**src/rtl/alu_trace_capture.sv**
```systemverilog
// alu_trace_capture: samples live ALU traffic {op, ext, misc, src_data, dest_data, res}
// into an on-chip buffer. Each entry uses the ALU test-vector bit layout, so a drained trace
// can be replayed as a vector file.
// Optional build macro: ALU_TRACE_DEDUP_EN. When it is defined, a sample equal to the last
// stored tuple is dropped.
module alu_trace_capture #(
  parameter int unsigned DATA_SIZE = 5,
  parameter int unsigned OP_SIZE   = 3,
  parameter int unsigned RES_SIZE  = 16,
  parameter int unsigned DEPTH     = 16,
  localparam int unsigned VEC_W    = 2 * DATA_SIZE + OP_SIZE + RES_SIZE + 2,
  localparam int unsigned PW       = $clog2(DEPTH),
  localparam int unsigned CW       = $clog2(DEPTH) + 1
) (
  input  logic                 clk,
  input  logic                 rst,
  input  logic                 arm,
  input  logic                 stop,
  input  logic                 sample,
  input  logic [OP_SIZE-1:0]   op,
  input  logic                 ext,
  input  logic                 misc,
  input  logic [DATA_SIZE-1:0] src_data,
  input  logic [DATA_SIZE-1:0] dest_data,
  input  logic [RES_SIZE-1:0]  res,
  input  logic                 rd_req,
  output logic [VEC_W-1:0]     rd_data,
  output logic                 rd_valid,
  output logic [CW-1:0]        count,
  output logic                 capturing,
  output logic                 done,
  output logic                 full,
  output logic                 overflow
);

  typedef enum logic [1:0] {StIdle, StCapture, StDone} state_e;

  state_e             state_q, state_d;
  logic [PW-1:0]      wr_ptr_q;
  // Read index is one bit wider than the pointer so a full buffer can be drained exactly
  // once; rd_ptr is its low bits.
  logic [CW-1:0]      rd_idx_q;
  logic [PW-1:0]      rd_ptr;
  logic [CW-1:0]      count_q;
  logic [VEC_W-1:0]   rd_data_q;
  logic               rd_valid_q;
  logic               overflow_q;
  logic [VEC_W-1:0]   mem [DEPTH];

  logic [VEC_W-1:0]   tuple;
  logic               dup;
  logic               full_int;
  logic               arm_go;
  logic               wr_en;
  logic               last_write;
  logic               rd_go;
  logic               ovf_set;

  assign tuple  = {op, ext, misc, src_data, dest_data, res};
  assign rd_ptr = rd_idx_q[PW-1:0];

  // Decode the per-cycle actions from the current state and strobes.
  always_comb begin
    full_int   = (count_q == CW'(DEPTH));
    arm_go     = arm && (state_q != StCapture);
    wr_en      = (state_q == StCapture) && sample && !dup;
    last_write = wr_en && (count_q == CW'(DEPTH - 1));
    // arm wins over a simultaneous rd_req in DONE; the read is dropped.
    rd_go      = (state_q == StDone) && rd_req && !arm && (rd_idx_q < count_q);
    ovf_set    = (state_q == StDone) && sample && full_int && !arm_go;
  end

`ifdef ALU_TRACE_DEDUP_EN
  logic [VEC_W-1:0] last_q;
  logic             last_valid_q;

  // Track the most recently stored tuple; invalidated on arm so the first sample is kept.
  always_ff @(posedge clk) begin
    if (rst) begin
      last_valid_q <= 1'b0;
    end else if (arm_go) begin
      last_valid_q <= 1'b0;
    end else if (wr_en) begin
      last_valid_q <= 1'b1;
      last_q       <= tuple;
    end
  end

  assign dup = last_valid_q && (tuple == last_q);
`else
  assign dup = 1'b0;
`endif

  // State register.
  always_ff @(posedge clk) begin
    if (rst) begin
      state_q <= StIdle;
    end else begin
      state_q <= state_d;
    end
  end

  // Next-state logic.
  always_comb begin
    state_d = state_q;
    unique case (state_q)
      StIdle: begin
        if (arm) state_d = StCapture;
      end
      StCapture: begin
        // A sample coinciding with stop is still written by the datapath this edge.
        if (last_write || stop) state_d = StDone;
      end
      StDone: begin
        if (arm) state_d = StCapture;
      end
      default: state_d = StIdle;
    endcase
  end

  // State-decoded outputs.
  always_comb begin
    capturing = (state_q == StCapture);
    done      = (state_q == StDone);
    full      = full_int;
  end

  // Pointers, count, read port and sticky overflow.
  always_ff @(posedge clk) begin
    if (rst) begin
      wr_ptr_q   <= '0;
      rd_idx_q   <= '0;
      count_q    <= '0;
      rd_data_q  <= '0;
      rd_valid_q <= 1'b0;
      overflow_q <= 1'b0;
    end else begin
      rd_valid_q <= rd_go;
      if (rd_go) begin
        rd_data_q <= mem[rd_ptr];
        rd_idx_q  <= rd_idx_q + 1'b1;
      end
      if (arm_go) begin
        wr_ptr_q   <= '0;
        rd_idx_q   <= '0;
        count_q    <= '0;
        overflow_q <= 1'b0;
      end else begin
        if (wr_en) begin
          wr_ptr_q <= wr_ptr_q + 1'b1;
          count_q  <= count_q + 1'b1;
        end
        if (ovf_set) overflow_q <= 1'b1;
      end
    end
  end

  // Buffer storage; contents are don't-care after reset.
  always_ff @(posedge clk) begin
    if (wr_en) begin
      mem[wr_ptr_q] <= tuple;
    end
  end

  assign rd_data  = rd_data_q;
  assign rd_valid = rd_valid_q;
  assign count    = count_q;
  assign overflow = overflow_q;

endmodule
```
**config.mk**
```make
export PLATFORM = sky130hd
export DESIGN_NAME = alu_trace_capture
export DESIGN_NICKNAME = d
export VERILOG_FILES = /design/src/rtl/alu_trace_capture.sv
export SDC_FILE = /design/constraint.sdc
export NUM_CORES = 1
export LEC_CHECK = 0
export CAP_MARGIN = 20
export CORE_MARGIN = 8
export CORE_UTILIZATION = 45
export CTS_BUF_LIST = sky130_fd_sc_hd__clkbuf_8
export DETAILED_ROUTE_END_ITERATION = 7
export GPL_TIMING_DRIVEN = 0
export PLACE_DENSITY = 0.58
export SLEW_MARGIN = 25
export SYNTH_ARGS = -nofsm -noshare
export SYNTH_HDL_FRONTEND = slang
export SYNTH_SLANG_ARGS = --single-unit
```
**constraint.sdc**
```tcl
create_clock -name clk -period 7.8 [get_ports clk]
set_input_delay 2.34 -clock clk [delete_from_list [all_inputs] [get_ports clk]]
set_output_delay 2.34 -clock clk [all_outputs]
set_load 0.005 [all_outputs]
```
# Yosys cells after proc, flatten, opt, wreduce, memory -nomap -nowiden
# Memory sizes are Yosys's and may differ from the RTL's. A register that Yosys moved wholly into a read port is not among the register bits.
# Index checks and enable logic that the tools add are counted.
totals:
  ff_bits: 18
  input_bits: 37
  mem_count: 1
  word_cells: 39
  ramBits: 496
classes:
  order_cmp: 1
  n_reduce_logical: 16
  eq_ne: 7
  n_mux: 5
  addsub: 3
mem_list:
  columns: ["name", "words", "width", "read_ports", "rd_clocked_by_memory_dff", "wr", "line_no", "text"]
  rows:
  - ["mem", 16, 31, 1, 1, 1, "48", "logic [VEC_W-1:0] mem [DEPTH];"]
op_table:
  columns: ["op", "n"]
  rows:
  - ["5-bit by 1-bit adder with 5-bit output (second input constant)", 2]
  - ["1-bit logical AND", 9]
  - ["2-bit by 1-bit != test with 1-bit output (second input constant)", 3]
  - ["5-bit by 4-bit equality test with 1-bit output (second input constant)", 1]
  - ["5-bit equality test (second input constant)", 1]
  - ["5-bit less-than comparator", 1]
  - ["4-bit by 1-bit adder with 4-bit output (second input constant)", 1]
  - ["2-bit two-way mux", 2]
  - ["2-bit one-hot mux with 2 select lines", 1]
  - ["2-bit OR reduction", 2]
  - ["2-bit by 1-bit equality test with 1-bit output (second input constant)", 1]
  - ["2-bit equality test (second input constant)", 1]
  - ["1-bit logical NOT", 2]
  - ["2-bit logical NOT", 1]
  - ["1-bit two-way mux", 2]
  - ["2-bit AND reduction", 1]
  - ["1-bit logical OR", 1]

# Depth between registers and ports, before layout
depth:
  word_depth: 6
  mapped_depth: 8
  mapped_depth_nobuf: 7

# Worst setup path before layout
# No wires, ideal clock.
synth_timing:
  kind: "input to register"
  startpoint: "in sample"
  endpoint: "mem mem[0][0] (netlist bit), enable pin"
  path_buffers: 2
  arrival_ns: 5.242
  required_time_ns: 7.342
  stages: 5
  slack_ns: 2.100
  cell_sequence: "and2_1 -> clkbuf_1 -> clkbuf_1 -> nand2_1 -> nor3_1"
synth_via:
  elab_chain_len: 3
synth_rtl:
  columns: ["element", "line_no", "text"]
  rows:
  - ["start: declaration", "19", "input logic sample,"]
  - ["1-bit logical AND", "66", "wr_en = (state_q == StCapture) && sample && !dup;"]
  - ["1-bit two-way mux", "160", "if (wr_en) begin"]
  - ["1-bit two-way mux (not written as such)", "161", "mem[wr_ptr_q] <= tuple;"]
  - ["end: declaration", "48", null]
# No other way between the ends.

# Final worst setup path
layout_timing:
  startpoint: "in sample"
  endpoint: "mem mem[2][15] (netlist bit), enable pin"
# Same word-level chain as after synthesis.

==> results.py <==
metrics = {
    "pwr": {
        "power-per-cell-area_mw_per_mm2": 228,
        "p_leak_nw": 7.88,
        "ir_worst_vdd_mv": 0.196,
    },
    "synth": {
        "syn_nets": 940,
        "synth_edf_count": 496,
        "synth_common_cells": "edfxtp_1 (496), mux4_2 (154), dfxtp_1 (49), nor2_1 (33), a22o_1 (30)",
        "yosys_warnings": 0,
        "netlist_area_mm2": 0.0206,
        "yosys_most_used_dff": "edfxtp_1",
        "synth_xor_area_share_pct": 0.383,
        "synth_compound_area_share_pct": 1.87,
        "ys_ff_latch": 545,
        "synth_top_area_share_pct": 72.4,
        "synthAdderAreaFrac_pct": 0.729,
        "synthTopCellsByArea": "edfxtp_1 (72%), mux4_2 (17%), dfxtp_1 (4.8%)",
        "synth_top_area_cell": "edfxtp_1",
        "syn_area_per_cell_um2": 23.1,
        "synthMuxAreaShare_pct": 17.1,
        "ys_async_sr_fraction_pct": 0,
        "synth_top_family_by_area": "multiplexers",
        "synthCells": 891,
        "yosysSeqAreaShare_pct": 77.1,
        "yosysMostFrequentCell": "edfxtp_1",
        "yosysUniqueCellTypes": 37,
        "yosys.area_share.simple_pct": 1.37,
    },
    "floorplan": {
        "ios": 78,
        "initial_core_util_pct": 45.5,
        "die_x_um": 230,
        "core_area_mm2": 0.0453,
        "rows": 78,
        "die_h_um": 230,
        "die-area_mm2": 0.0528,
    },
    "worst_setup_path": {
        "slowest_stage": "nor3_2",
        "slowest_delay_ps": 690,
        "critPathKind": "in2reg",
        "arrival_ps": 5120,
        "critPathRequiredTime_ps": 8130,
        "critical_path.cell_chain": "clkdlybuf4s50_1 > and2_1 > clkbuf_1 > clkbuf_1 > nand2_1 > nor3_2 > buf_4 > buf_4",
        "path_max_fanout": 10,
        "end_kind": "flip-flop",
        "start_kind": "primary input",
    },
    "global_routing": {
        "grt_max_degree": 17,
        "gr-total-overflow": 0,
        "grt_pass1_wl_um": 68900,
        "track_usage_pct": 17.8,
        "antenna_found_initial": 3,
        "grt_pass1_vias": 10300,
    },
    "route": {
        "viasPerCell": 5.52,
        "vias": 9828,
        "drt_first_iter_violations": 761,
        "drt_wl_total_um": 46800,
        "wl_per_cell_um": 26.3,
        "detail-route-antenna-nets": 0,
        "drcViolationCount": 0,
        "dr.pass1.iters": 5,
    },
    "timing": {
        "layout_min_cycle_time_ps": 4780,
        "finalSetupTns_ps": 0,
        "rsz0062_at_grt": "no",
        "drv_slew": 0,
        "finalSetupViolCount": 0,
        "final-hold-violation-count": 0,
        "fmax_ghz": 0.209,
        "slew_headroom_pct": 35.7,
        "worst_pin_slew_ps": 964,
        "skew_ps": 30.0,
        "fin_crit_sh_pct": 61.3,
    },
    "min_path": {
        "hp-class": "reg2reg",
    },
    "clock_network": {
        "postCtsResizedCells": 0,
        "clk_latency_ps": 650,
        "cts.clk_slew.worst_paths_ps": 60,
        "cts_made_buffers": 89,
        "cts_root_buffer": "clkbuf_8",
        "cts_tree": "yes",
        "cts_sinks": 545,
        "h-tree-depth": 3,
        "post_cts_buffers": 0,
        "clock_path_buffers": 3,
        "holdBufCountCts": 0,
    },
    "placed_design": {
        "gp_congestion": 0.691,
        "hpwl_um": 30200,
        "io_buffers": 77,
    },
    "finish": {
        "seq_area_mm2": 0.0159,
        "fillers": 3541,
        "multi_input_area_mm2": 0.00451,
        "areaGrowthSynthToFinish_pct": 20.2,
        "drive_above_1_share_pct": 30.2,
        "fin_util_pct": 54.6,
        "n_antenna_cell": 0,
        "fin_nets": 1154,
    },
    "run_status": {
        "outcome": "finished clean",
    },
    "flow_run": {
        "cap_violations": 0,
    },
}
-- metal layers --
layer  part of all wire (%)  GRT usage, %  routed length, um  vias to the layer above
li1                       -             -                  -                     4223
met1                     43          24.1              20300                     5261
met2                     50          29.2              23200                      269
met3                    5.2          4.14               2440                       69
met4                    1.6          4.49                765                        6
met5                  0.088             0                 41                        -
-- flip-flops by register name, indices dropped and copies added (netlist names) --
| name | flops |
|---|---|
| mem | 496 |
| rd_idx_q | 5 |
| count | 5 |
| wr_ptr_q | 4 |
| rd_valid | 1 |
| rd_data | 31 |
| state_q | 2 |
| overflow | 1 |
-- cells in the final DEF, fill, tap and decap left out, types with 5 or more instances in the layout --
cell	count
nand2_1	9
buf_4	18
clkbuf_1	18
a21oi_1	5
clkdlybuf4s50_1	77
a22o_1	30
buf_2	17
buf_1	5
nor2_4	12
buf_6	5
clkbuf_8	104
mux4_2	154
clkinv_2	5
nor2_1	21
buf_16	16
dfxtp_1	49
edfxtp_1	496
ha_1	12
buf_12	11
inv_1	54
clkinv_1	9
xnor2_1	7
-- critical path: cells and delay by family --
family        cells  cell delay (ps)
simple gates      3             1130
buf+inv           5             1630
-- logic make-up (layout without fill, tap and decap cells) --
family | Yosys count | count (layout)
flip-flops | 545 | 545
multiplexers | 158 | 158
AND/OR/NAND/NOR | 62 | 62
buffers and inverters | 58 | 347
AO/OA/AOI/OAI | 47 | 47
adder cells (fa/ha/maj) | 12 | 12
XOR/XNOR | 9 | 9
-- worst paths after layout --
path	endpoint	startpoint	depth (start not counted)	slack (ps)
min reg2reg	rd_data[5]	rd_data[5]	1	460
min	rd_data[5]	rd_data[5]	1	460
max reg2reg	mem[2][15]	state_q[1]	9	4650
max	mem[2][15]	sample	8	3020
-- report_power, final --
part	switching, mW	internal, mW
sequential	0.00277	3.19
combinational	0.0570	0.0339
clock	1.09	1.28
-- per-stage QoR --
| step | cells | worst slack [ps] | power [mW] | instance area [um2] | hold WS (ps) |
|---|---|---|---|---|---|
| after floorplan | 891 | 2100 | 3.28 | 20600 | 451 |
| after global placement | 1568 | -1590 | 3.34 | 22100 | 449 |
| after detailed placement | 1614 | 2360 | 3.35 | 23000 | 447 |
| after CTS | 1780 | 3040 | 5.71 | 24700 | 464 |
| after global routing | 1780 | 2880 | 5.84 | 24700 | 474 |
| final | 1780 | 3020 | 5.65 | 24700 | 456 |
-- cell type report --
type / instances / area share [%]
tap: 600 / 3.03
clock buffer: 104 / 5.79
sequential: 545 / 64.2
clock inverter: 62 / 1.24
inverter: 12 / 0.182
timing repair buffer: 123 / 6.27
multi-input combinational: 288 / 18.2
buffer: 46 / 1.06
(Power assumes the default switching activity.)
